`config.mk`:
```
export PLATFORM = sky130hd
export DESIGN_NAME = ps2_keypad_rx
export DESIGN_NICKNAME = d
export VERILOG_FILES = /design/src/rtl/ps2_pkg.sv /design/src/rtl/ps2_frame_rx.sv /design/src/rtl/ps2_keypad_rx.sv
export SDC_FILE = /design/constraint.sdc
export NUM_CORES = 1
export LEC_CHECK = 0
export CAP_MARGIN = 40
export CORE_AREA = 2 2 87 89
export DETAILED_ROUTE_END_ITERATION = 10
export DIE_AREA = 0 0 89 91
export GPL_TIMING_DRIVEN = 0
export PLACE_DENSITY_LB_ADDON = 0.25
export SLEW_MARGIN = 20
export SYNTH_ARGS = -nofsm -noshare
export SYNTH_HDL_FRONTEND = slang
export SYNTH_SLANG_ARGS = --single-unit
```
`constraint.sdc`:
```
create_clock -name clk -period 1.8 [get_ports clk]
set_input_delay 0.27 -clock clk [delete_from_list [all_inputs] [get_ports clk]]
set_output_delay 0.27 -clock clk [all_outputs]
set_load 0.01 [all_outputs]
```
`src/rtl/ps2_pkg.sv`:
```
// Shared definitions for the PS/2 keypad receiver: scan-code constants,
// frame/decoder state enums and small decode helpers.
package ps2_pkg;

  localparam int FRAME_DATA_BITS = 8;

  // Scan-code set 2 prefixes
  localparam logic [7:0] SC_EXT   = 8'hE0;
  localparam logic [7:0] SC_BRK   = 8'hF0;

  // Player 1 keys (non-extended)
  localparam logic [7:0] SC_W     = 8'h1D;
  localparam logic [7:0] SC_S     = 8'h1B;
  localparam logic [7:0] SC_A     = 8'h1C;
  localparam logic [7:0] SC_D     = 8'h23;

  // Player 2 keys (extended, preceded by E0)
  localparam logic [7:0] SC_UP    = 8'h75;
  localparam logic [7:0] SC_DOWN  = 8'h72;
  localparam logic [7:0] SC_LEFT  = 8'h6B;
  localparam logic [7:0] SC_RIGHT = 8'h74;

  // Bit positions of the held-key flags
  localparam logic [2:0] KEY_P1_UP    = 3'd0;
  localparam logic [2:0] KEY_P1_DOWN  = 3'd1;
  localparam logic [2:0] KEY_P1_LEFT  = 3'd2;
  localparam logic [2:0] KEY_P1_RIGHT = 3'd3;
  localparam logic [2:0] KEY_P2_UP    = 3'd4;
  localparam logic [2:0] KEY_P2_DOWN  = 3'd5;
  localparam logic [2:0] KEY_P2_LEFT  = 3'd6;
  localparam logic [2:0] KEY_P2_RIGHT = 3'd7;

  typedef enum logic [1:0] {
    FR_IDLE,
    FR_DATA,
    FR_PARITY,
    FR_STOP
  } frame_state_t;

  typedef enum logic [1:0] {
    DEC_BASE,
    DEC_EXT,
    DEC_BRK,
    DEC_EXT_BRK
  } dec_state_t;

  // True when the 8 data bits plus the parity bit hold an odd number of ones
  function automatic logic odd_parity_ok(input logic [7:0] data, input logic par);
    return ^{data, par};
  endfunction

  // Maps a scan code to a flag index; bit 3 is the hit flag. Extended codes
  // only match the arrow keys and non-extended codes only match WSAD.
  function automatic logic [3:0] key_index(input logic [7:0] code, input logic ext);
    logic [3:0] res;
    res = 4'b0000;
    if (!ext) begin
      case (code)
        SC_W:    res = {1'b1, KEY_P1_UP};
        SC_S:    res = {1'b1, KEY_P1_DOWN};
        SC_A:    res = {1'b1, KEY_P1_LEFT};
        SC_D:    res = {1'b1, KEY_P1_RIGHT};
        default: res = 4'b0000;
      endcase
    end else begin
      case (code)
        SC_UP:    res = {1'b1, KEY_P2_UP};
        SC_DOWN:  res = {1'b1, KEY_P2_DOWN};
        SC_LEFT:  res = {1'b1, KEY_P2_LEFT};
        SC_RIGHT: res = {1'b1, KEY_P2_RIGHT};
        default:  res = 4'b0000;
      endcase
    end
    return res;
  endfunction

endpackage

```
`src/rtl/ps2_frame_rx.sv`:
```
// PS/2 device-to-host frame receiver: synchronizes the PS/2 lines, detects
// falling clock edges, deframes start/8 data/odd parity/stop and discards
// frames that stall for TIMEOUT_CYCLES system clocks.
module ps2_frame_rx
  import ps2_pkg::*;
#(
  parameter int TIMEOUT_CYCLES = 100000,
  parameter int SYNC_STAGES    = 2
) (
  input  logic       clk,
  input  logic       reset,
  input  logic       ps2_clk,
  input  logic       ps2_data,
  output logic [7:0] rx_byte,
  output logic       rx_valid,
  output logic       rx_err
);

  localparam int CNT_W = $clog2(TIMEOUT_CYCLES + 1);
  localparam logic [CNT_W-1:0] CNT_MAX = CNT_W'(TIMEOUT_CYCLES);

  logic [SYNC_STAGES-1:0] r_clk_sync;
  logic [SYNC_STAGES-1:0] r_data_sync;
  logic                   r_clk_prev;
  logic                   w_clk_s;
  logic                   w_data_s;
  logic                   w_fall;

  frame_state_t r_state;
  frame_state_t w_next;

  logic [FRAME_DATA_BITS-1:0] r_shift;
  logic [2:0]                 r_bit_cnt;
  logic                       r_parity;
  logic [CNT_W-1:0]           r_timer;
  logic                       w_timeout;
  logic                       w_accept;
  logic                       w_reject;

  logic [7:0] r_rx_byte;
  logic       r_rx_valid;
  logic       r_rx_err;

  // Synchronizer chains; they reset to the idle-high line level so that
  // leaving reset never looks like a falling clock edge.
  always_ff @(posedge clk or negedge reset) begin
    if (!reset) begin
      r_clk_sync  <= '1;
      r_data_sync <= '1;
      r_clk_prev  <= 1'b1;
    end else begin
      r_clk_sync  <= {r_clk_sync[SYNC_STAGES-2:0], ps2_clk};
      r_data_sync <= {r_data_sync[SYNC_STAGES-2:0], ps2_data};
      r_clk_prev  <= w_clk_s;
    end
  end

  assign w_clk_s   = r_clk_sync[SYNC_STAGES-1];
  assign w_data_s  = r_data_sync[SYNC_STAGES-1];
  assign w_fall    = r_clk_prev & ~w_clk_s;
  assign w_timeout = (r_state != FR_IDLE) && (r_timer == CNT_MAX);

  // Frame state register
  always_ff @(posedge clk or negedge reset) begin
    if (!reset) begin
      r_state <= FR_IDLE;
    end else begin
      r_state <= w_next;
    end
  end

  // Frame next-state logic with the accept/reject decision at the stop bit
  always_comb begin
    w_next   = r_state;
    w_accept = 1'b0;
    w_reject = 1'b0;
    if (w_timeout) begin
      w_next   = FR_IDLE;
      w_reject = 1'b1;
    end else if (w_fall) begin
      case (r_state)
        FR_IDLE: begin
          if (!w_data_s) begin
            w_next = FR_DATA;
          end
        end
        FR_DATA: begin
          if (r_bit_cnt == 3'(FRAME_DATA_BITS - 1)) begin
            w_next = FR_PARITY;
          end
        end
        FR_PARITY: begin
          w_next = FR_STOP;
        end
        FR_STOP: begin
          w_next = FR_IDLE;
          if (w_data_s && odd_parity_ok(r_shift, r_parity)) begin
            w_accept = 1'b1;
          end else begin
            w_reject = 1'b1;
          end
        end
        default: begin
          w_next = FR_IDLE;
        end
      endcase
    end
  end

  // Data shift register, bit counter and parity capture, all on falling edges
  always_ff @(posedge clk or negedge reset) begin
    if (!reset) begin
      r_shift   <= '0;
      r_bit_cnt <= '0;
      r_parity  <= 1'b0;
    end else if (w_fall && !w_timeout) begin
      case (r_state)
        FR_IDLE: begin
          r_bit_cnt <= '0;
        end
        FR_DATA: begin
          r_shift   <= {w_data_s, r_shift[FRAME_DATA_BITS-1:1]};
          r_bit_cnt <= r_bit_cnt + 3'd1;
        end
        FR_PARITY: begin
          r_parity <= w_data_s;
        end
        default: begin
          r_bit_cnt <= r_bit_cnt;
        end
      endcase
    end
  end

  // Stall timer: counts idle cycles inside a frame and saturates at the limit
  always_ff @(posedge clk or negedge reset) begin
    if (!reset) begin
      r_timer <= '0;
    end else if (r_state == FR_IDLE || w_fall) begin
      r_timer <= '0;
    end else if (r_timer != CNT_MAX) begin
      r_timer <= r_timer + 1'b1;
    end
  end

  // Registered outputs: byte load and one-cycle valid/error pulses
  always_ff @(posedge clk or negedge reset) begin
    if (!reset) begin
      r_rx_byte  <= '0;
      r_rx_valid <= 1'b0;
      r_rx_err   <= 1'b0;
    end else begin
      r_rx_valid <= w_accept;
      r_rx_err   <= w_reject;
      if (w_accept) begin
        r_rx_byte <= r_shift;
      end
    end
  end

  assign rx_byte  = r_rx_byte;
  assign rx_valid = r_rx_valid;
  assign rx_err   = r_rx_err;

endmodule

```
`src/rtl/ps2_keypad_rx.sv`:
```
// PS/2 keypad receiver top: frame receiver plus scan-code set 2 make/break
// decoder producing held-key flags for both paddles.
// Optional build macro PS2_LAST_CODE_EN adds last_make/last_make_ext debug
// outputs holding the most recent make code and its extended flag.
module ps2_keypad_rx
  import ps2_pkg::*;
#(
  parameter int TIMEOUT_CYCLES = 100000,
  parameter int SYNC_STAGES    = 2
) (
  input  logic       clk,
  input  logic       reset,
  input  logic       ps2_clk,
  input  logic       ps2_data,
  output logic [7:0] rx_byte,
  output logic       rx_valid,
  output logic       rx_err,
  output logic       p1_up,
  output logic       p1_down,
  output logic       p1_left,
  output logic       p1_right,
  output logic       p2_up,
  output logic       p2_down,
  output logic       p2_left,
  output logic       p2_right
`ifdef PS2_LAST_CODE_EN
  ,
  output logic [7:0] last_make,
  output logic       last_make_ext
`endif
);

  logic [7:0] w_rx_byte;
  logic       w_rx_valid;
  logic       w_rx_err;

  dec_state_t r_dec_state;
  dec_state_t w_dec_next;
  logic       w_ext;
  logic       w_brk;
  logic [3:0] w_lookup;
  logic       w_flag_we;
  logic       w_flag_val;
  logic [7:0] r_flags;

`ifdef PS2_LAST_CODE_EN
  logic       w_make;
  logic [7:0] r_last_make;
  logic       r_last_make_ext;
`endif

  ps2_frame_rx #(
    .TIMEOUT_CYCLES (TIMEOUT_CYCLES),
    .SYNC_STAGES    (SYNC_STAGES)
  ) u_frame_rx (
    .clk      (clk),
    .reset    (reset),
    .ps2_clk  (ps2_clk),
    .ps2_data (ps2_data),
    .rx_byte  (w_rx_byte),
    .rx_valid (w_rx_valid),
    .rx_err   (w_rx_err)
  );

  assign w_ext    = (r_dec_state == DEC_EXT) || (r_dec_state == DEC_EXT_BRK);
  assign w_brk    = (r_dec_state == DEC_BRK) || (r_dec_state == DEC_EXT_BRK);
  assign w_lookup = key_index(w_rx_byte, w_ext);

  // Decoder state register
  always_ff @(posedge clk or negedge reset) begin
    if (!reset) begin
      r_dec_state <= DEC_BASE;
    end else begin
      r_dec_state <= w_dec_next;
    end
  end

  // Prefix tracking and flag write decision for each received byte
  always_comb begin
    w_dec_next = r_dec_state;
    w_flag_we  = 1'b0;
    w_flag_val = 1'b0;
`ifdef PS2_LAST_CODE_EN
    w_make     = 1'b0;
`endif
    if (w_rx_err) begin
      w_dec_next = DEC_BASE;
    end else if (w_rx_valid) begin
      if (w_rx_byte == SC_EXT && r_dec_state == DEC_BASE) begin
        w_dec_next = DEC_EXT;
      end else if (w_rx_byte == SC_BRK && r_dec_state == DEC_BASE) begin
        w_dec_next = DEC_BRK;
      end else if (w_rx_byte == SC_BRK && r_dec_state == DEC_EXT) begin
        w_dec_next = DEC_EXT_BRK;
      end else begin
        w_dec_next = DEC_BASE;
        w_flag_we  = w_lookup[3];
        w_flag_val = ~w_brk;
`ifdef PS2_LAST_CODE_EN
        w_make     = ~w_brk;
`endif
      end
    end
  end

  // Held-key flags: make sets, break clears, repeats rewrite the same value
  always_ff @(posedge clk or negedge reset) begin
    if (!reset) begin
      r_flags <= '0;
    end else if (w_flag_we) begin
      r_flags[w_lookup[2:0]] <= w_flag_val;
    end
  end

`ifdef PS2_LAST_CODE_EN
  // Debug capture of the most recent make code and whether it was extended
  always_ff @(posedge clk or negedge reset) begin
    if (!reset) begin
      r_last_make     <= '0;
      r_last_make_ext <= 1'b0;
    end else if (w_make) begin
      r_last_make     <= w_rx_byte;
      r_last_make_ext <= w_ext;
    end
  end

  assign last_make     = r_last_make;
  assign last_make_ext = r_last_make_ext;
`endif

  assign rx_byte  = w_rx_byte;
  assign rx_valid = w_rx_valid;
  assign rx_err   = w_rx_err;

  assign p1_up    = r_flags[KEY_P1_UP];
  assign p1_down  = r_flags[KEY_P1_DOWN];
  assign p1_left  = r_flags[KEY_P1_LEFT];
  assign p1_right = r_flags[KEY_P1_RIGHT];
  assign p2_up    = r_flags[KEY_P2_UP];
  assign p2_down  = r_flags[KEY_P2_DOWN];
  assign p2_left  = r_flags[KEY_P2_LEFT];
  assign p2_right = r_flags[KEY_P2_RIGHT];

endmodule

```
==> run summary, run 1 <==
grt total ovfl - 0
setup slack after layout - -0.244 ns
initial antenna violation count - 0
cell count of the worst reg-to-reg path - 6
Fmax achieved - 0.489 GHz
Total Wirelength - 5650 um
Post-Syn Area - 2790 sq um
I/O Pins - 22
min-delay worst type - in2async
# rows - 31
clk_lat worst skew - 0.31 ns
hpwl dp - 3450 um
normalized max-slew margin - 52.9%
Worst Setup End Kind - flip-flop
post-synthesis sequential area ratio - 50.4%
Synth cell types - 45
antenna-violating nets left - 0
Worst EP arrival - 2.24 ns
Die Wd - 89 um
largest net degree at the start of global routing - 57
post-DR wirelength/cell - 14.2 um
residual DRC count - 0
R2R Setup Slk - -0.24 ns
I/O Buffers - 21
Detailed Routing Iterations Pass 1 - 4
Hold Slack - -0.0163 ns
Mapped Cells - 246
pre-CTS worst setup slack - -0.275 ns
share of layout cells above drive strength 1 - 36.7%
CTS clock-pin slew for the worst setup and hold paths - 0.10 ns
Via-to-Cell Ratio - 5.10
Peak VDD IR - 0.000528 V
clk_skew - 0.00787 ns
outcome - complete, but fails checks
Max Root-Sink Buffers - 2
Synth Flop Type - dfrtp_1
worst r2r src - u_frame_rx.r_shift[3]
CTS tree - built
yosys warns - 0
Mapped Nets - 258
Layout area overhead - 31.8%
Crit Path Class - reg2reg
crit path launch type - flip-flop
vias - 2,036
power per cell area - 1240 nW/um^2
Antenna diodes - 0
crit path time final - 2.04 ns
Slew Limit Fails - 0
H-tree lvl count - 2
clk sinks - 56
worst-margin pin slew - 0.706 ns
Final Hold Fails - 5
WP data required - 2.00 ns
first-pass GRT wire length - 9400 um
die area - 8100 sq um
GRT Total Usage - 14.6%
Synth area leaders - dfrtp_1, mux2_2, dfstp_2
EDFF count, synth - 0
Critical R2R Capture - u_frame_rx.rx_byte[0]
post-synth top area share - 45.7%
max cap viols - 0
violated checks - hold timing, setup timing
Setup-failing EPs final - 20
fin crit share - 114%
syn avg cell area - 11.3 sq um
Core Area - 7140 sq um
Total Nets Final - 311
Initial DRC Count - 98
RSZ-0062 raised after global routing - true
setup TNS - -2.67 ns
synthesized flop and latch total - 56
asr flop ratio synth - 100%
Final Util - 51.5%
cell type with the largest total area after synthesis - dfrtp_1
crit-path max FO - 9
Initial Util - 39.1%
vias in the first global route - 2,015
Root Driver - clkbuf_8
CTS Buf Count - 5
Pleak - 0.00159 uW
routability cong. - 0.865
Die Y - 91 um
critical path, cell delays in order, from the launching register on:
cell and delay, ns:
dfrtp_1 0.44, xnor2_1 0.19, xnor3_1 0.45, xnor2_2 0.17
nor3b_2 0.20, buf_6 0.18, mux2_4 0.31
timing repair:
| action | CTS | global route |
|---|---|---|
| hold buffers | 0 | 0 |
| pin swaps | 8 | 7 |
| buffers inserted | 21 | 7 |
| endpoints found under the hold margin | 0 | 0 |
| setup endpoints to repair | 37 | 43 |
| resized for setup | 26 | 34 |
| gates cloned | 0 | 0 |
through the flow:
stage               instance area [sq um]  hold slack (ns)  total power [uW]  cells
floorplan                            2820          -0.0256              2810    246
global placement                     3150            0.345              3180    366
detailed placement                   3150            0.348              3210    366
CTS                                  3520           0.0265              4440    394
global route                         3680           0.0455              4870    399
finish                               3680          -0.0163              4560    399
state kept, by name, indices dropped and copies added (netlist names):
name / count
r_flags: 8
u_frame_rx.r_timer: 17
r_dec_state: 2
u_frame_rx.rx_byte: 8
u_frame_rx.r_parity: 1
u_frame_rx.r_data_sync: 2
u_frame_rx.r_bit_cnt: 3
u_frame_rx.rx_err: 1
u_frame_rx.r_clk_prev: 1
u_frame_rx.rx_valid: 1
u_frame_rx.r_state: 2
u_frame_rx.r_clk_sync: 2
u_frame_rx.r_shift: 8
worst max-delay path by stage:
stage	startpoint	to	slack, ns	cells past startpoint
after detailed placement	u_frame_rx.r_timer[0]	u_frame_rx.r_shift[2]	-0.27	7
after global routing	u_frame_rx.r_shift[3]	u_frame_rx.rx_byte[0]	-0.34	6
after floorplan	u_frame_rx.r_shift[3]	u_frame_rx.rx_byte[0]	-0.08	6
final	u_frame_rx.r_shift[3]	u_frame_rx.rx_byte[0]	-0.24	6
after CTS	u_frame_rx.r_shift[1]	u_frame_rx.rx_byte[0]	-0.23	6
after global placement	reset	u_frame_rx.r_state[1]	-1.32	1
cell families after synthesis:
kind of cell / count (synthesis) / share of synthesized area (%)
AOI/OAI and AO/OA: 25 / 5.47
xor gates and xnor gates: 20 / 6.77
adders and majority gates: 8 / 3.59
buffers and inverters: 15 / 2.42
DFF: 56 / 50.4
muxes: 26 / 11.5
and+or+nand+nor: 96 / 19.8
synthesized netlist by cell type, types with 2 or more instances:
cell	number
and3_1	3
o21ai_0	10
ha_1	8
nand2_1	15
mux2_4	8
nand4_1	2
dfstp_2	5
xnor2_1	7
nand4b_1	2
nand2b_1	8
a21oi_1	7
nor3_1	6
dfrtp_1	51
nor4b_1	2
inv_1	10
and2_1	2
nand3_1	12
nor2b_1	5
and4_1	2
nor2_1	19
xor2_1	12
nor4b_2	2
or3_1	4
a211oi_1	2
mux2_2	17
clkbuf_1	3
nor4_1	4
per-layer routing:
layer | global-route usage, % | part of all wire (%)
met4 | 5.85 | 1.5
met2 | 23.9 | 51
met1 | 19.1 | 44
met3 | 2.45 | 3.4
met5 | 0 | 0
final cells by class:
type / instances / area, sq um
fillers: 623 / 3460
inverters: 10 / 37.5
clock inverters: 3 / 42.5
clock buffers: 5 / 68.8
repair buffers: 47 / 414
multi-input cells: 175 / 1550
well taps: 99 / 124
plain buffers: 4 / 32.5
flip-flops and latches: 56 / 1410
placed cells by master, fill, tap and decap left out, types with 9 or more instances in the layout:
| cell type | n |
|---|---|
| mux2_4 | 16 |
| buf_4 | 24 |
| clkdlybuf4s50_1 | 20 |
| nand2_1 | 14 |
| nor2_1 | 18 |
| mux2_2 | 9 |
| nand3_1 | 9 |
| dfrtp_1 | 46 |
| xor2_1 | 12 |
power by group:
part           switching [uW]  internal [uW]
sequential                308           1510
clock                     412            412
combinational             795           1120
total                    1510           3050
(Power assumes the default switching activity.)
==> inputs of run 2 (changes only) <==
Settings changed: CAP_MARGIN 40 to 20, CORE_AREA 2 2 87 89 to 2 2 78 99, DIE_AREA 0 0 89 91 to 0 0 80 101.
==> run 2 against run 1 <==
  * Die area fell by 0.23%
  * Sequential power barely moved
  * The run still ends with hold timing, setup timing left
  * Largest cell class unchanged
  * Clock power barely moved
  * Final area rose by 0.34%
  * Flip-flop and latch count did not move
==> run summary, run 2 (same netlist as run 1, synthesis figures left out) <==
Antenna diodes - 0 (unchanged)
H-tree lvl count - 2 (unchanged)
die area - 8080 sq um (-0.23%)
antenna-violating nets left - 0 (unchanged)
clk_skew - 0.00520 ns (-0.00267 ns)
# fillers - 642 (+3.0%)
crit path launch type - flip-flop
outcome - complete, but fails checks
vias - 1,951 (-4.2%)
Layout area overhead - 32.2%
Hold Buf Count CTS - 0 (unchanged)
FF+latch area - 1420 sq um (about the same)
I/O Buffers - 21 (unchanged)
# rows - 35 (+13%)
routability cong. - 0.778 (-10%)
total power - 5310 uW (+17%)
Gate power share - 50.2% (+8.2 points)
commonest non-fill, non-tap cell in the layout - dfrtp_1
Worst EP arrival - 2.25 ns (about the same)
cell area after layout - 3690 sq um (+0.34%)
Core Area - 7180 sq um (+0.63%)
Fmax achieved - 0.488 GHz (-0.25%)
Root Driver - clkbuf_8
first-pass GRT wire length - 9260 um (-1.5%)
Die Y - 101 um (+11%)
grt total ovfl - 0 (unchanged)
Setup-failing EPs final - 20 (unchanged)
WP data required - 2.00 ns (about the same)
GR Layer Usage met3 - 2.69% (+0.23 points)
GRT Total Usage - 14.6% (-0.083 points)
Initial DRC Count - 146 (+49%)
Final Hold Fails - 2 (-3)
min-delay worst type - in2async
Worst Setup End Kind - flip-flop
Total Wirelength - 5640 um (-0.18%)
clk sinks - 56 (unchanged)
max cap viols - 0 (unchanged)
RSZ-0062 raised after global routing - true
M1 GR Usage - 17.3% (-1.7 points)
Pleak - 0.00159 uW (about the same)
hpwl dp - 3650 um (+5.8%)
Hold Slack - -0.00482 ns (+0.0115 ns)
cell count of the worst reg-to-reg path - 6 (unchanged)
placed cell areas - 3140 sq um (-0.28%)
area of the multi-input gates - 1580 sq um (+2.0%)
Initial Util - 38.9% (-0.25 points)
setup TNS - -2.49 ns (+0.189 ns)
Most Crowded Layer GR - met2
Detailed Routing Iterations Pass 1 - 4 (unchanged)
Largest register FFs - 17 (unchanged)
Psw - 1680 uW (+11%)
P_int - 3630 uW (+19%)
normalized max-slew margin - 52.4% (-0.53 points)
pre-CTS worst setup slack - -0.261 ns (+0.0140 ns)
grt met2 use - 26.2% (+2.2 points)
Die Wd - 80 um (-10%)
CTS clock-pin slew for the worst setup and hold paths - 0.10 ns (about the same)
initial antenna violation count - 0 (unchanged)
I/O Pins - 22 (unchanged)
CTS Buf Count - 5 (unchanged)
worst-margin pin slew - 0.714 ns (+0.00794 ns)
clk_lat worst skew - 0.31 ns (about the same)
Peak VDD IR - 0.000706 V (+34%)
Top reg by flops - u_frame_rx.r_timer
residual DRC count - 0 (unchanged)
Flop pwr share - 34.3% (-5.6 points)
most frequent cells in the layout - dfrtp_1, clkdlybuf4s50_1, nor2_1, buf_4, mux2_4
setup slack after layout - -0.249 ns (-0.00514 ns)
Slew Limit Fails - 0 (unchanged)
vias in the first global route - 1,963 (-2.6%)
Sw Share - 31.7% (-1.5 points)
Max Root-Sink Buffers - 2 (unchanged)
Total Nets Final - 308 (-0.96%)
power per cell area - 1440 nW/um^2 (+16%)
largest net degree at the start of global routing - 57 (unchanged)
fin crit share - 114% (+0.29 points)
share of layout cells above drive strength 1 - 37.4% (+0.71 points)
CTS tree - built
clock network power share - 15.5% (-2.6 points)
crit-path max FO - 5 (-4)
post-DR wirelength/cell - 14.5 um (+2.4%)
crit path time final - 2.05 ns (+0.00514 ns)
Crit Path Class - reg2reg
violated checks - hold timing, setup timing
Via-to-Cell Ratio - 5.02 (-1.7%)
==> run 2: changes by cell type in the layout (fill, tap and decap cells not counted), sizes merged <==
cell	before	now
clkbuf	6	7
buf	30	26
==> run 2: final cells by class <==
class | count | share of cell area [%]
inverter | 10 | 1.02
clock inverter | 3 | 1.15
timing repair buffer | 44 | 10.9
sequential | 56 | 38.3
buffer | 4 | 0.881
clock buffer | 5 | 1.86
tap | 92 | 3.12
multi-input combinational | 175 | 42.7
==> run 2: timing repair <==
action	4_1_cts	5_1_grt
endpoints found under the setup margin	37	40
pin swaps	12	7
cloned	1	0
setup buffers	15	7
gates resized for setup	29	39
==> run 2: through the flow <==
stage / util, % / std cells
floorplan: - / 246
global placement: 43.8 / 359
detailed placement: 43.7 / 359
CTS: 48.6 / 382
global route: 51.4 / 389
finish: 51.4 / 389
==> run 2: worst paths after layout <==
path,start,to,slack (ns)
max in group asynchronous,reset,u_frame_rx.rx_byte[0],1.30
worst max-delay path,u_frame_rx.r_shift[3],u_frame_rx.rx_byte[4],-0.25
worst max register to register,u_frame_rx.r_shift[3],u_frame_rx.rx_byte[4],-0.25
worst min register to register,u_frame_rx.r_clk_sync[0],u_frame_rx.r_clk_sync[1],0.36
min in group clk,u_frame_rx.r_clk_sync[0],u_frame_rx.r_clk_sync[1],0.36
worst min-delay path,reset,u_frame_rx.rx_byte[5],-0.005
==> run 2: power by group through the flow <==
stage | Combinational (uW) | Clock (uW) | Sequential [uW]
CTS | 2360 | 849 | 1800
global route | 2880 | 898 | 1860
detailed placement | 1400 | 0 | 1820
global placement | 1370 | 0 | 1820
floorplan | 1050 | 0 | 1760
finish | 2670 | 826 | 1820
==> run 2: routing by layer <==
| metal | part of all wire (%) | up-vias |
|---|---|---|
| met5 | 0 | - |
| met4 | 1.2 | 0 |
| met3 | 2.8 | 7 |
| met2 | 55 | 29 |
| met1 | 41 | 958 |
| li1 | - | 957 |
==> run 2: worst max-delay path, cell delays in order (launching register included) <==
cell and delay [ns]:
dfrtp_1 0.45, xnor2_2 0.20, xnor3_1 0.37, xnor2_2 0.18
nor3b_4 0.27, buf_6 0.17, mux2_4 0.30
==> inputs of run 3 (changes only) <==
Settings changed: DONT_BUFFER_PORTS set to 1.
==> run 3 against run 2 <==
  * The run ends with setup timing left
  * Clock skew increased by 0.0032 ns
  * Sequential power increased by 3%
  * Largest power group is now registers
  * First-iteration DRC count decreased by 40%
  * Non-clock buffer count decreased by 20
  * Die area unchanged
  * Final area decreased by 6.3%
  * Setup slack got worse by 0.011 ns
  * Core utilization decreased by 3.3 points
  * Maximum frequency decreased by 0.54%
  * Wire length increased by 1.5%
  * Register-to-register slack about the same
==> run summary, run 3 (same netlist as run 1, synthesis figures left out) <==
normalized max-slew margin - 75.8% (+23 points)
CTS clock-pin slew for the worst setup and hold paths - 0.10 ns (about the same)
Core Area - 7180 sq um (unchanged)
Total Nets Final - 288 (-6.5%)
Sw Share - 33.7% (+2.1 points)
Crit Path Class - reg2reg
GRT Total Usage - 14.9% (+0.36 points)
Antenna diodes - 0 (unchanged)
power per cell area - 1290 nW/um^2 (-10%)
commonest non-fill, non-tap cell in the layout - dfrtp_1
Layout area overhead - 23.8%
Die Wd - 80 um (unchanged)
vias in the first global route - 2,023 (+3.1%)
Die Y - 101 um (unchanged)
Via-to-Cell Ratio - 5.18 (+3.2%)
Detailed Routing Iterations Pass 1 - 4 (unchanged)
clk_lat worst skew - 0.31 ns (about the same)
Root Driver - clkbuf_8
crit path time final - 2.06 ns (+0.0111 ns)
worst-margin pin slew - 0.362 ns (-0.351 ns)
violated checks - setup timing
cell area after layout - 3460 sq um (-6.3%)
FF+latch area - 1410 sq um (-0.27%)
I/O Pins - 22 (unchanged)
most frequent cells in the layout - dfrtp_1, nor2_1, mux2_4, buf_4, nand2_1
routability cong. - 0.746 (-4.1%)
# fillers - 643 (+0.16%)
Peak VDD IR - 0.000599 V (-15%)
# rows - 35 (unchanged)
CTS Buf Count - 5 (unchanged)
worst r2r src - u_frame_rx.r_shift[4]
grt total ovfl - 0 (unchanged)
clk_skew - 0.00842 ns (+0.00322 ns)
antenna-violating nets left - 0 (unchanged)
largest net degree at the start of global routing - 57 (unchanged)
crit path launch type - flip-flop
Slew Limit Fails - 0 (unchanged)
Initial Util - 38.9% (unchanged)
Final Hold Fails - 0 (-2)
Worst Setup End Kind - flip-flop
CTS tree - built
Setup-failing EPs final - 21 (+5.0%)
RSZ-0062 raised after global routing - true
Flop pwr share - 41.8% (+7.5 points)
Total Wirelength - 5730 um (+1.5%)
Psw - 1510 uW (-10%)
Fmax achieved - 0.485 GHz (-0.54%)
min-delay worst type - reg2reg
Pleak - 0.00151 uW (-4.9%)
WP data required - 2.01 ns (about the same)
Worst EP arrival - 2.27 ns (+0.02 ns)
Initial DRC Count - 88 (-40%)
initial antenna violation count - 0 (unchanged)
crit-path max FO - 4 (-1)
clk sinks - 56 (unchanged)
first-pass GRT wire length - 9490 um (+2.5%)
residual DRC count - 0 (unchanged)
die area - 8080 sq um (unchanged)
fin crit share - 114% (+0.62 points)
crit path from - u_frame_rx.r_shift[4]
Top reg by flops - u_frame_rx.r_timer
placed cell areas - 2930 sq um (-6.6%)
P_int - 2960 uW (-18%)
max cap viols - 0 (unchanged)
post-DR wirelength/cell - 15.5 um (+7.0%)
clock network power share - 18.7% (+3.2 points)
hpwl dp - 3570 um (-2.2%)
vias - 1,910 (-2.1%)
I/O Buffers - 0 (-100%)
area of the multi-input gates - 1530 sq um (-2.8%)
share of layout cells above drive strength 1 - 33.9% (-3.4 points)
Gate power share - 39.6% (-11 points)
H-tree lvl count - 2 (unchanged)
hold_sp - u_frame_rx.r_clk_sync[0]
pre-CTS worst setup slack - -0.326 ns (-0.0657 ns)
outcome - complete, but fails checks
Max Root-Sink Buffers - 2 (unchanged)
setup slack after layout - -0.260 ns (-0.0111 ns)
Largest register FFs - 17 (unchanged)
-- run 3: area by class of cell --
class	instances	share of cell area, %
clock inverter	3	1.23
multi-input combinational	175	44.3
timing repair buffer	23	6.12
buffer	5	1.09
inverter	10	1.09
tap	92	3.33
sequential	56	40.8
clock buffer	5	1.99
-- run 3: power groups by stage --
stage                     registers [uW]  logic (uW)  clock network [uW]
after floorplan                     1760        1050                   0
after CTS                           1850        1690                 861
after detailed placement            1870        1200                   0
final                               1870        1770                 835
after global routing                1920        1960                 901
after global placement              1860        1190                   0
-- run 3: worst max-delay path, cell delays in order (launching register included) --
cell,delay (ns)
dfrtp_1,0.43
xnor2_1,0.19
xnor3_1,0.46
xnor2_2,0.17
nor3b_4,0.24
buf_4,0.18
mux2_4,0.29
-- run 3: per-stage QoR --
| stage | hold slack, ns | TNS (ns) | utilization, % | std cells | total power, uW |
|---|---|---|---|---|---|
| floorplan | -0.0256 | -0.990 | - | 246 | 2810 |
| finish | 0.360 | -3.07 | 48.1 | 369 | 4470 |
| detailed placement | -0.0241 | -7.65 | 40.9 | 338 | 3070 |
| global placement | -0.0242 | -7.04 | 40.9 | 338 | 3050 |
| global route | 0.365 | -5.72 | 48.1 | 369 | 4780 |
| CTS | 0.362 | -2.44 | 47.0 | 369 | 4400 |
-- run 3: timing repair --
item	in CTS	in global routing
cloned	1	0
pin swaps	6	4
setup buffers	18	2
hold buffers	4	0
hold endpoints to repair	58	0
resized for setup	26	26
setup endpoints to repair	39	43
-- run 3: final timing paths --
path	end	slack (ns)	cells after the start
setup / recovery	u_frame_rx.rx_byte[0]	-0.26	6
hold / removal	u_frame_rx.r_clk_sync[1]	0.36	0
setup reg to reg	u_frame_rx.rx_byte[0]	-0.26	6
hold reg to reg	u_frame_rx.r_clk_sync[1]	0.36	0
max in group asynchronous	u_frame_rx.r_data_sync[0]	1.01	2
min in group asynchronous	u_frame_rx.rx_byte[5]	0.45	2
-- run 3: per-layer routing --
layer | vias to the layer above | share of wire (%) | global-route usage, %
met2 | 29 | 55 | 27.4
met5 | - | 0 | 0
met3 | 7 | 2.6 | 2.69
met1 | 951 | 41 | 17.5
li1 | 923 | - | -
met4 | 0 | 1.2 | 4.30
